--- config.mk ---
export PLATFORM = sky130hd
export DESIGN_NAME = col_addr_skid_buf_flat
export DESIGN_NICKNAME = d
export VERILOG_FILES = /design/src/rtl/col_addr_skid_buf_pkg.sv /design/src/rtl/col_addr_skid_buf_if.sv /design/src/rtl/col_addr_skid_buf_alloc_seq_cnt.sv /design/src/rtl/col_addr_skid_buf.sv /design/src/flat_wrapper.sv
export SDC_FILE = /design/constraint.sdc
export NUM_CORES = 1
export LEC_CHECK = 0
export ABC_AREA = 1
export CORE_MARGIN = 3
export CORE_UTILIZATION = 49
export CTS_BUF_LIST = sky130_fd_sc_hd__clkbuf_4 sky130_fd_sc_hd__clkbuf_8 sky130_fd_sc_hd__clkbuf_16
export DETAILED_ROUTE_END_ITERATION = 10
export PLACE_DENSITY = 0.8
export SYNTH_ARGS = -nofsm -noshare
export SYNTH_HDL_FRONTEND = slang
export SYNTH_SLANG_ARGS = --single-unit
--- constraint.sdc ---
create_clock -name sys_clk -period 1.63 [get_ports sys_clk]
set_clock_uncertainty 0.2 [all_clocks]
set_input_delay 0.2445 -clock sys_clk [delete_from_list [all_inputs] [get_ports sys_clk]]
set_output_delay 0.2445 -clock sys_clk [all_outputs]
set_load 0.05 [all_outputs]
--- src/rtl/col_addr_skid_buf_pkg.sv ---
// rtl/col_addr_skid_buf_pkg.sv - shared types and constants for the SCU.memShare() column-address skid buffer
//
// Purpose: holds the skid FSM state type, the column-address type and the
//          allocation-sequence counter width used by col_addr_skid_buf and alloc_seq_cnt.
// Ports:   none (package).
package memShare_pkg;

  localparam int LANE_NUM_DEF          = 4;
  localparam int ADDR_W                = 5;
  localparam int MAX_ALLOC_SEQ_NUM_DEF = 2;
  localparam int CNT_W_DEF             = 8;

  // The counter must hold MAX_ALLOC_SEQ_NUM+1 so an over-limit accept is still
  // distinguishable from a legal one.
  function automatic int seqCntWidth(input int maxSeq);
    return (maxSeq + 2 > 2) ? $clog2(maxSeq + 2) : 1;
  endfunction

  localparam int SEQ_CNT_W = seqCntWidth(MAX_ALLOC_SEQ_NUM_DEF);

  typedef enum logic [1:0] {EMPTY, MAIN, FULL} skid_state_t;

  typedef logic [ADDR_W-1:0] col_addr_t;

endpackage

--- src/rtl/col_addr_skid_buf_if.sv ---
// rtl/col_addr_skid_buf_if.sv - upstream/downstream column-address handshake bundle
//
// Purpose: groups the request-generator side (col_addr_i/vld_i/rdy_o) and the
//          shared-memory-port side (col_addr_o/vld_o/rdy_i) of the skid buffer.
// Modports:
//   master - the environment: drives col_addr_i, col_addr_vld_i, col_addr_rdy_i
//   slave  - the skid buffer: drives col_addr_o, col_addr_vld_o, col_addr_rdy_o
interface col_addr_skid_buf_if #(
  parameter int LANE_NUM = 4,
  parameter int ADDR_W   = 5
);

  logic [LANE_NUM*ADDR_W-1:0] col_addr_i;
  logic                       col_addr_vld_i;
  logic                       col_addr_rdy_o;
  logic [LANE_NUM*ADDR_W-1:0] col_addr_o;
  logic                       col_addr_vld_o;
  logic                       col_addr_rdy_i;

  modport master (
    output col_addr_i,
    output col_addr_vld_i,
    output col_addr_rdy_i,
    input  col_addr_rdy_o,
    input  col_addr_o,
    input  col_addr_vld_o
  );

  modport slave (
    input  col_addr_i,
    input  col_addr_vld_i,
    input  col_addr_rdy_i,
    output col_addr_rdy_o,
    output col_addr_o,
    output col_addr_vld_o
  );

endinterface

--- src/rtl/col_addr_skid_buf_alloc_seq_cnt.sv ---
// rtl/col_addr_skid_buf_alloc_seq_cnt.sv - allocation-sequence counter for one memShare() pipeline cycle
//
// Purpose: counts accepted addresses inside a pipeline cycle, reloads on
//          pipeCycle_begin and flags an accept that exceeds MAX_ALLOC_SEQ_NUM.
// Ports:
//   sys_clk        in   clock
//   rstn           in   synchronous active-low reset
//   accept         in   an address is accepted this cycle
//   pipeCycleBegin in   first cycle of a pipeline cycle
//   seqOvf         out  combinational: this cycle's accept breaks the sequence limit
module alloc_seq_cnt
  import memShare_pkg::*;
#(
  parameter int MAX_ALLOC_SEQ_NUM = MAX_ALLOC_SEQ_NUM_DEF
) (
  input  logic sys_clk,
  input  logic rstn,
  input  logic accept,
  input  logic pipeCycleBegin,
  output logic seqOvf
);

  localparam int CW = seqCntWidth(MAX_ALLOC_SEQ_NUM);
  localparam logic [CW-1:0] MAX_VAL = CW'(MAX_ALLOC_SEQ_NUM);
  localparam logic [CW-1:0] SAT_VAL = CW'(MAX_ALLOC_SEQ_NUM + 1);

  logic [CW-1:0] seqCnt;

  // The begin cycle counts as the first of the new sequence, so an accept
  // there can only overflow a zero limit.
  always_comb begin
    seqOvf = 1'b0;
    if (accept) begin
      if (pipeCycleBegin) seqOvf = (MAX_ALLOC_SEQ_NUM < 1);
      else                seqOvf = (seqCnt >= MAX_VAL);
    end
  end

  always_ff @(posedge sys_clk) begin
    if (!rstn) begin
      seqCnt <= '0;
    end else if (pipeCycleBegin) begin
      seqCnt <= accept ? CW'(1) : '0;
    end else if (accept && (seqCnt != SAT_VAL)) begin
      seqCnt <= seqCnt + 1'b1;
    end
  end

endmodule

--- src/rtl/col_addr_skid_buf.sv ---
// rtl/col_addr_skid_buf.sv - column-address skid buffer feeding the shared-memory port
//
// Purpose: two-entry (main + skid) in-order buffer; isColAddr_skid_i holds the
//          output and parks the arriving address in the skid register.
// Build option: SKID_BUF_STALL_CNT_EN - when defined, stall_cnt_o counts cycles
//               spent in FULL (saturating); otherwise it is tied to 0.
// Ports:
//   sys_clk           in   clock
//   rstn              in   synchronous active-low reset
//   bus               if   slave modport: col_addr_i/vld_i/rdy_o, col_addr_o/vld_o/rdy_i
//   isColAddr_skid_i  in   1 = hold output this cycle
//   pipeCycle_begin_i in   first cycle of a pipeline cycle
//   skid_occupied_o   out  skid register holds data
//   seq_err_o         out  sticky protocol error
//   stall_cnt_o       out  cycles spent in FULL
module col_addr_skid_buf
  import memShare_pkg::*;
#(
  parameter int LANE_NUM          = LANE_NUM_DEF,
  parameter int ADDR_W            = 5,
  parameter int MAX_ALLOC_SEQ_NUM = MAX_ALLOC_SEQ_NUM_DEF,
  parameter int CNT_W             = CNT_W_DEF
) (
  input  logic                 sys_clk,
  input  logic                 rstn,
  col_addr_skid_buf_if.slave   bus,
  input  logic                 isColAddr_skid_i,
  input  logic                 pipeCycle_begin_i,
  output logic                 skid_occupied_o,
  output logic                 seq_err_o,
  output logic [CNT_W-1:0]     stall_cnt_o
);

  localparam int DW = LANE_NUM * ADDR_W;

  skid_state_t   state;
  skid_state_t   nextState;
  logic [DW-1:0] mainReg;
  logic [DW-1:0] skidReg;
  logic          rdyReg;
  logic          errReg;

  logic accept;
  logic pop;
  logic overflow;
  logic seqOvf;
  logic rule3Err;

  assign accept   = bus.col_addr_vld_i & rdyReg;
  assign pop      = (state != EMPTY) & bus.col_addr_rdy_i & ~isColAddr_skid_i;
  // Offered while not ready: the address is dropped and flagged.
  assign overflow = bus.col_addr_vld_i & ~rdyReg;
  // The skid selector must never coincide with a pipeline-cycle start.
  assign rule3Err = isColAddr_skid_i & pipeCycle_begin_i;

  alloc_seq_cnt #(
    .MAX_ALLOC_SEQ_NUM (MAX_ALLOC_SEQ_NUM)
  ) u_alloc_seq_cnt (
    .sys_clk        (sys_clk),
    .rstn           (rstn),
    .accept         (accept),
    .pipeCycleBegin (pipeCycle_begin_i),
    .seqOvf         (seqOvf)
  );

  always_comb begin
    nextState = state;
    case (state)
      EMPTY: if (accept) nextState = MAIN;
      MAIN: begin
        if (accept && !pop)      nextState = FULL;
        else if (!accept && pop) nextState = EMPTY;
      end
      FULL:    if (pop) nextState = MAIN;
      default: nextState = EMPTY;
    endcase
  end

  always_ff @(posedge sys_clk) begin
    if (!rstn) begin
      state   <= EMPTY;
      mainReg <= '0;
      skidReg <= '0;
      rdyReg  <= 1'b1;
      errReg  <= 1'b0;
    end else begin
      state <= nextState;
      // Ready is registered from the next state so FULL never sees an accept.
      rdyReg <= (nextState != FULL);
      case (state)
        EMPTY: if (accept) mainReg <= bus.col_addr_i;
        MAIN: begin
          // Accept with pop replaces main directly; the skid stays unused.
          if (accept && pop) mainReg <= bus.col_addr_i;
          else if (accept)   skidReg <= bus.col_addr_i;
        end
        FULL:    if (pop) mainReg <= skidReg;
        default: ;
      endcase
      if (overflow || seqOvf || rule3Err) errReg <= 1'b1;
    end
  end

  assign bus.col_addr_o     = mainReg;
  assign bus.col_addr_vld_o = (state != EMPTY);
  assign bus.col_addr_rdy_o = rdyReg;
  assign skid_occupied_o    = (state == FULL);
  assign seq_err_o          = errReg;

`ifdef SKID_BUF_STALL_CNT_EN
  logic [CNT_W-1:0] stallCnt;

  always_ff @(posedge sys_clk) begin
    if (!rstn) begin
      stallCnt <= '0;
    end else if ((state == FULL) && (stallCnt != {CNT_W{1'b1}})) begin
      stallCnt <= stallCnt + 1'b1;
    end
  end

  assign stall_cnt_o = stallCnt;
`else
  assign stall_cnt_o = '0;
`endif

endmodule

--- src/flat_wrapper.sv ---
// flat-port wrapper written by rule: the top's interface ports become plain ports
module col_addr_skid_buf_flat import memShare_pkg::*;
#(
  parameter int LANE_NUM          = LANE_NUM_DEF,
  parameter int ADDR_W            = 5,
  parameter int MAX_ALLOC_SEQ_NUM = MAX_ALLOC_SEQ_NUM_DEF,
  parameter int CNT_W             = CNT_W_DEF
)
  (sys_clk, rstn, isColAddr_skid_i, pipeCycle_begin_i, skid_occupied_o, seq_err_o, stall_cnt_o, bus_col_addr_i, bus_col_addr_vld_i, bus_col_addr_rdy_i, bus_col_addr_rdy_o, bus_col_addr_o, bus_col_addr_vld_o);
  col_addr_skid_buf_if #(.LANE_NUM(LANE_NUM), .ADDR_W(ADDR_W)) bus_i ();
  input  logic sys_clk;
  input  logic rstn;
  input  logic isColAddr_skid_i;
  input  logic pipeCycle_begin_i;
  output logic skid_occupied_o;
  output logic seq_err_o;
  output logic [CNT_W-1:0] stall_cnt_o;
  input wire logic [$bits(bus_i.col_addr_i)-1:0] bus_col_addr_i;
  input wire logic [$bits(bus_i.col_addr_vld_i)-1:0] bus_col_addr_vld_i;
  input wire logic [$bits(bus_i.col_addr_rdy_i)-1:0] bus_col_addr_rdy_i;
  output wire logic [$bits(bus_i.col_addr_rdy_o)-1:0] bus_col_addr_rdy_o;
  output wire logic [$bits(bus_i.col_addr_o)-1:0] bus_col_addr_o;
  output wire logic [$bits(bus_i.col_addr_vld_o)-1:0] bus_col_addr_vld_o;
  assign bus_i.col_addr_i = bus_col_addr_i;
  assign bus_i.col_addr_vld_i = bus_col_addr_vld_i;
  assign bus_i.col_addr_rdy_i = bus_col_addr_rdy_i;
  assign bus_col_addr_rdy_o = bus_i.col_addr_rdy_o;
  assign bus_col_addr_o = bus_i.col_addr_o;
  assign bus_col_addr_vld_o = bus_i.col_addr_vld_o;
  col_addr_skid_buf #(.LANE_NUM(LANE_NUM), .ADDR_W(ADDR_W), .MAX_ALLOC_SEQ_NUM(MAX_ALLOC_SEQ_NUM), .CNT_W(CNT_W)) u_core (.sys_clk(sys_clk), .rstn(rstn), .bus(bus_i), .isColAddr_skid_i(isColAddr_skid_i), .pipeCycle_begin_i(pipeCycle_begin_i), .skid_occupied_o(skid_occupied_o), .seq_err_o(seq_err_o), .stall_cnt_o(stall_cnt_o));
endmodule
# [Word level (Yosys, flattened, before mapping)]
# Cells that the tools add are included.
[totals] latchBits=0 input_bits=26 mem_bits_rw=0 ff_bits=46 elab_cells=51 romBits=0 mem_count=0
[classes] addsub=1 eq_ne=7 n_reduce_logical=14 multipliers=0 shift=0 div=0 n_mux=14 n_bitwise=8 magnitude_cmp=1
[ops] op="two-way mux 20 bit" n=3
[ops] op="one-hot mux 20 bit (3 select lines)" n=1
[ops] op="two-way mux 2 bit" n=6
[ops] op="inequality test 2 x 1 -> 1 bit, second input constant" n=3
[ops] op="one-hot mux 2 bit (3 select lines)" n=1
[ops] op="AND 1 bit" n=5
[ops] op="logical AND 1 bit" n=4
[ops] op="inequality test 2 bit, second input constant" n=2
[ops] op="AND reduction 4 bit" n=1
[ops] op="nonzero test 2 bit" n=2
[ops] op="two-way mux 1 bit" n=3
[ops] op="inverter 1 bit" n=3
[ops] op="AND reduction 3 bit" n=1
[ops] op="nonzero test 3 bit" n=1
[ops] op="adder 2 x 1 -> 2 bit, second input constant" n=1
[ops] op="== test 2 x 1 -> 1 bit, second input constant" n=1
[ops] op="== test 2 bit, second input constant" n=1
[ops] op="greater-or-equal comparator 2 bit, second input constant" n=1
[ops] op="zero test 1 bit" n=2
[ops] op="zero test 2 bit" n=1
[ops] op="logical OR 1 bit" n=2

# [Longest topological paths before layout]
[depth] ltp_word=8 mapped_depth=8

# [By module]
# Synthesis repeated with hierarchy kept, for this count alone.
[hier_totals] hier_cells=344 area_unflattened_um2=2267.2
[modules_own_cells] mod="col_addr_skid_buf" area_each_um2=2125.8 instances=1 seq_area_each_um2=880.8 cells_each=323
[modules_own_cells] mod="alloc_seq_cnt" area_each_um2=141.4 instances=1 seq_area_each_um2=40.0 cells_each=21

# [Worst setup path before layout]
# No wires, ideal clock.
[synth_timing] path_kind="reg-to-reg" start="register u_core.rdyReg, in the netlist u_core.bus.col_addr_rdy_o" end="register u_core.skidReg[0]" path_buffers=1 synth_period_minus_slack_ns=1.697 slack_ns=-0.067 stages_incl_launch_ff=9 t_arrival_ns=1.384 setup_ns=0.113 t_required_ns=1.317 path_cell_list="dfxtp_1 nand2_2 inv_1 nand2_1 nor2_4 buf_6 nand2_1 nand2_1 nor2_1"
[synth_between] elab_chain_cells=4
[synth_lines] element="start: declaration" line_no="col_addr_skid_buf.sv:40" text="logic rdyReg;"
[synth_lines] element="start signal: assignment" line_no="col_addr_skid_buf.sv:89" text="rdyReg <= (nextState != FULL);"
[synth_lines] element="AND 1 bit (*)" line_no="col_addr_skid_buf.sv:49" text="assign accept = bus.col_addr_vld_i & rdyReg;"
[synth_lines] element="logical AND 1 bit" line_no="col_addr_skid_buf.sv:94" text="if (accept && pop) mainReg <= bus.col_addr_i;"
[synth_lines] element="inverter 1 bit (no line)"
[synth_lines] element="AND reduction 3 bit (no line) (*)"
[synth_lines] element="end signal: assignment" line_no="col_addr_skid_buf.sv:95" text="else if (accept) skidReg <= bus.col_addr_i;"
[synth_lines] element="end: declaration" line_no="col_addr_skid_buf.sv:39" text="logic [DW-1:0] skidReg;"
# Mark *: on every way between the ends. The rest lies on a longest branch, timed or not.
# A chain may end at the register's enable or synchronous reset.

# [Worst setup path after layout]
[layout_timing] start="register u_core.state[1]" end="register u_core.mainReg[2], in the netlist u_core.bus.col_addr_o[2]"
[layout_between] elab_chain_cells=6
[layout_lines] element="start: declaration" line_no="col_addr_skid_buf.sv:36" text="skid_state_t state;"
[layout_lines] element="start signal: assignment" line_no="col_addr_skid_buf.sv:87" text="state <= nextState;"
[layout_lines] element="nonzero test 2 bit" line_no="col_addr_skid_buf.sv:50" text="assign pop = (state != EMPTY) & bus.col_addr_rdy_i & ~isColAddr_skid_i;"
[layout_lines] element="AND 1 bit (2 in series)" line_no="col_addr_skid_buf.sv:50"
[layout_lines] element="logical AND 1 bit" line_no="col_addr_skid_buf.sv:94"
[layout_lines] element="inequality test 2 x 1 -> 1 bit (no line)"
[layout_lines] element="AND reduction 4 bit (no line)"
[layout_lines] element="end signal: assignment" line_no="col_addr_skid_buf.sv:91" text="EMPTY: if (accept) mainReg <= bus.col_addr_i;"
[layout_lines] element="end signal: assignment" line_no="col_addr_skid_buf.sv:94"
[layout_lines] element="end signal: assignment" line_no="col_addr_skid_buf.sv:97" text="FULL: if (pop) mainReg <= skidReg;"
[layout_lines] element="end: declaration" line_no="col_addr_skid_buf.sv:38" text="logic [DW-1:0] mainReg;"
# Several ways; a longest one is shown, not always the timed one.

==> flow_metrics.tcl <==
set metrics [dict create \
    status "complete, no violations" \
    ys_types 20 \
    place_congestion 0.726 \
    hold_path_class "in2reg" \
    clk_latency_ps 300 \
    rows 24 \
    num_vias 2317 \
    clock_sinks 46 \
    postRouteWirelength_mm 5.97 \
    first_pass_iters 5 \
    drt_iter0_markers 193 \
    core_um2 4440 \
    final_core_util 0.759 \
    postRouteAntennaNets 0 \
    endpoint_kind "flop" \
    dpl_cell_area_um2 3090 \
    hold_viol 0 \
    drc_errors 0 \
    yosys.area.top_type "dfxtp_1" \
    dr_wl_met3_um 443 \
    critPathMaxFanout 21 \
    seq_area_um2 925 \
    hpwl_mm 3.39 \
    synth_warnings 0 \
    ys_seq_elements 46 \
    cts.clk_slew.worst_paths_ps 80 \
    finalCritPeriodShare 0.971 \
    netlist_area_um2 2300 \
    cts_tree "yes" \
    htreeDepth 2 \
    multi_input_area_um2 1030 \
    r2r_slack_ps 50 \
    grt_max_degree 33 \
    start_util 0.517 \
    startpoint "u_core.state[1]$_SDFF_PN0_" \
    min_path_cells 5 \
    die_x_um 74.5 \
    grt-ovfl-total 0 \
    routed_via_density 4.88 \
    slew_violations 0 \
    required_ps 1660 \
    arrival_ps 1620 \
    synth_area_leaders "dfxtp_1 (40%), nand2_1 (16%), nor2_1 (15%)" \
    final_cell_area_um2 3370 \
    cts_buffer_depth 2 \
    port_buffers 49 \
    fin_setup_tns_ps 0 \
    ir_drop_mv 0.509 \
    synthCells 364 \
    setup_violations 0 \
    netlist.area_leader.share 0.400 \
    antenna_found_initial 0 \
    yosysSeqAreaShare 0.400 \
    grtUsageTotal 0.197 \
    powerDensity_nw_per_um2 928 \
    rr_startpoint "u_core.state[1]$_SDFF_PN0_" \
    fmax_mhz 632 \
    wl_met2_mm 2.88 \
    path_class "reg2reg" \
    max_cap_viol_count 0 \
    wl_met1_mm 2.52 \
    avgSynthCellArea_um2 6.32 \
    n_fill_cell 288 \
    post_route_cells_drive_above_1_share 0.151 \
    crit_path_end "u_core.bus.col_addr_o[2]$_SDFFE_PN0P_" \
    worst-r2r-cell-count 8 \
    grt_pass1_wl_mm 8.50 \
    highest_layer "met4" \
    rsz0062_at_grt "yes" \
    clockRootBuffer "clkbuf_8" \
    p_leak_nw 1.63 \
    holdWs_ps 144 \
    r2r-end "u_core.bus.col_addr_o[2]$_SDFFE_PN0P_" \
    dieArea_um2 5550 \
    numCtsBuffers 5 \
    ios 58 \
    synthToLayoutAreaGrowth_pct 46.6 \
    n_antenna_cell 0 \
    num-nets-final 450 \
    grt_pass1_vias 1925 \
    startpoint_type "flop" \
    period_minus_slack_ps 1580 \
    die_y_um 74.5 \
    wl_per_cell_um 12.6 \
]
cell type report:
| type | instances | area share |
|---|---|---|
| clock buffer | 7 | 0.0267 |
| clock inverter | 1 | 0.00148 |
| inverter | 52 | 0.0579 |
| multi-input combinational | 246 | 0.305 |
| sequential | 46 | 0.274 |
| tap | 52 | 0.0193 |
| timing repair buffer | 71 | 0.315 |
flip-flops by register name (all words and copies together), names as in the netlist:
| signal | flops |
|---|---|
| u_core.u_alloc_seq_cnt.seqCnt | 2 |
| u_core.seq_err_o | 1 |
| u_core.state | 2 |
| u_core.bus.col_addr_o | 20 |
| u_core.bus.col_addr_rdy_o | 1 |
| u_core.skidReg | 20 |
power breakdown:
part	internal (W)	switching [W]	total, W
clock	0.000359	0.000384	0.000743
combinational	0.000494	0.000580	0.00107
sequential	0.00122	0.0000890	0.00131
layer usage:
layer,GRT usage,up-vias
met5,0,-
met4,0.103,0
met3,0.0297,14
met2,0.317,108
met1,0.255,1016
li1,-,1179
cells in the mapped netlist (all sizes together):
library cell and instances:
o21ai 21, ha 2, nand4 1, nand2 96, a21oi 5, clkbuf 2, buf 25, inv 52
nand3 22, dfxtp 46, nor2 91, conb 1
cell families (layout without fill, tap and decap cells):
logic type	Yosys count	in the layout	synth area share
and+or+nand+nor	210	210	0.366
buffers and inverters	79	131	0.165
DFF	46	46	0.400
AOI/OAI and AO/OA	26	26	0.0566
adders and majority gates	2	2	0.0109
other	1	8	0.00163
worst max-delay path: stages, from the launching register on:
cell,delay (ps)
dfxtp_2,340
inv_2,70
nor2_4,110
buf_4,150
bufbuf_16,290
nand2_1,60
o21ai_1,90
nor2_1,70
nor2_1,120
stage by stage:
step	total power [W]	setup slack, ps	cells
after floorplan	0.00190	55.2	371
after global placement	0.00232	-167	457
after detailed placement	0.00234	-211	457
after CTS	0.00308	12.9	468
after global routing	0.00326	-77.8	475
final	0.00313	46.7	475
timing repair:
| action | 4_1_cts | 5_1_grt |
|---|---|---|
| gates cloned | 2 | 4 |
| endpoints found under the setup margin | 1 | 41 |
| gates resized for setup | 0 | 6 |
| pin swaps | 1 | 4 |
| hold buffers | 0 | 0 |
| setup buffers | 1 | 3 |
worst min-delay path by stage:
stage / start / endpoint
global placement: u_core.skidReg[19]$_SDFFE_PN0P_ / u_core.skidReg[19]$_SDFFE_PN0P_
detailed placement: u_core.skidReg[13]$_SDFFE_PN0P_ / u_core.skidReg[13]$_SDFFE_PN0P_
finish: isColAddr_skid_i / u_core.seq_err_o$_SDFFE_PN0P_
CTS: u_core.skidReg[7]$_SDFFE_PN0P_ / u_core.skidReg[7]$_SDFFE_PN0P_
floorplan: pipeCycle_begin_i / u_core.u_alloc_seq_cnt.seqCnt[1]$_SDFFE_PN0P_
global route: isColAddr_skid_i / u_core.seq_err_o$_SDFFE_PN0P_
cells in the final DEF (no fill, tap or decap), drive strengths merged:
cell type	n
o21ai	21
inv	52
dlymetal6s2s	1
buf	42
conb	8
nor2	91
clkinv	1
ha	2
nand3	22
clkdlybuf4s50	24
bufbuf	2
nand2	96
a21oi	5
dfxtp	46
clkbuf	9
nand4	1
Power figures use the tool's default switching activity.
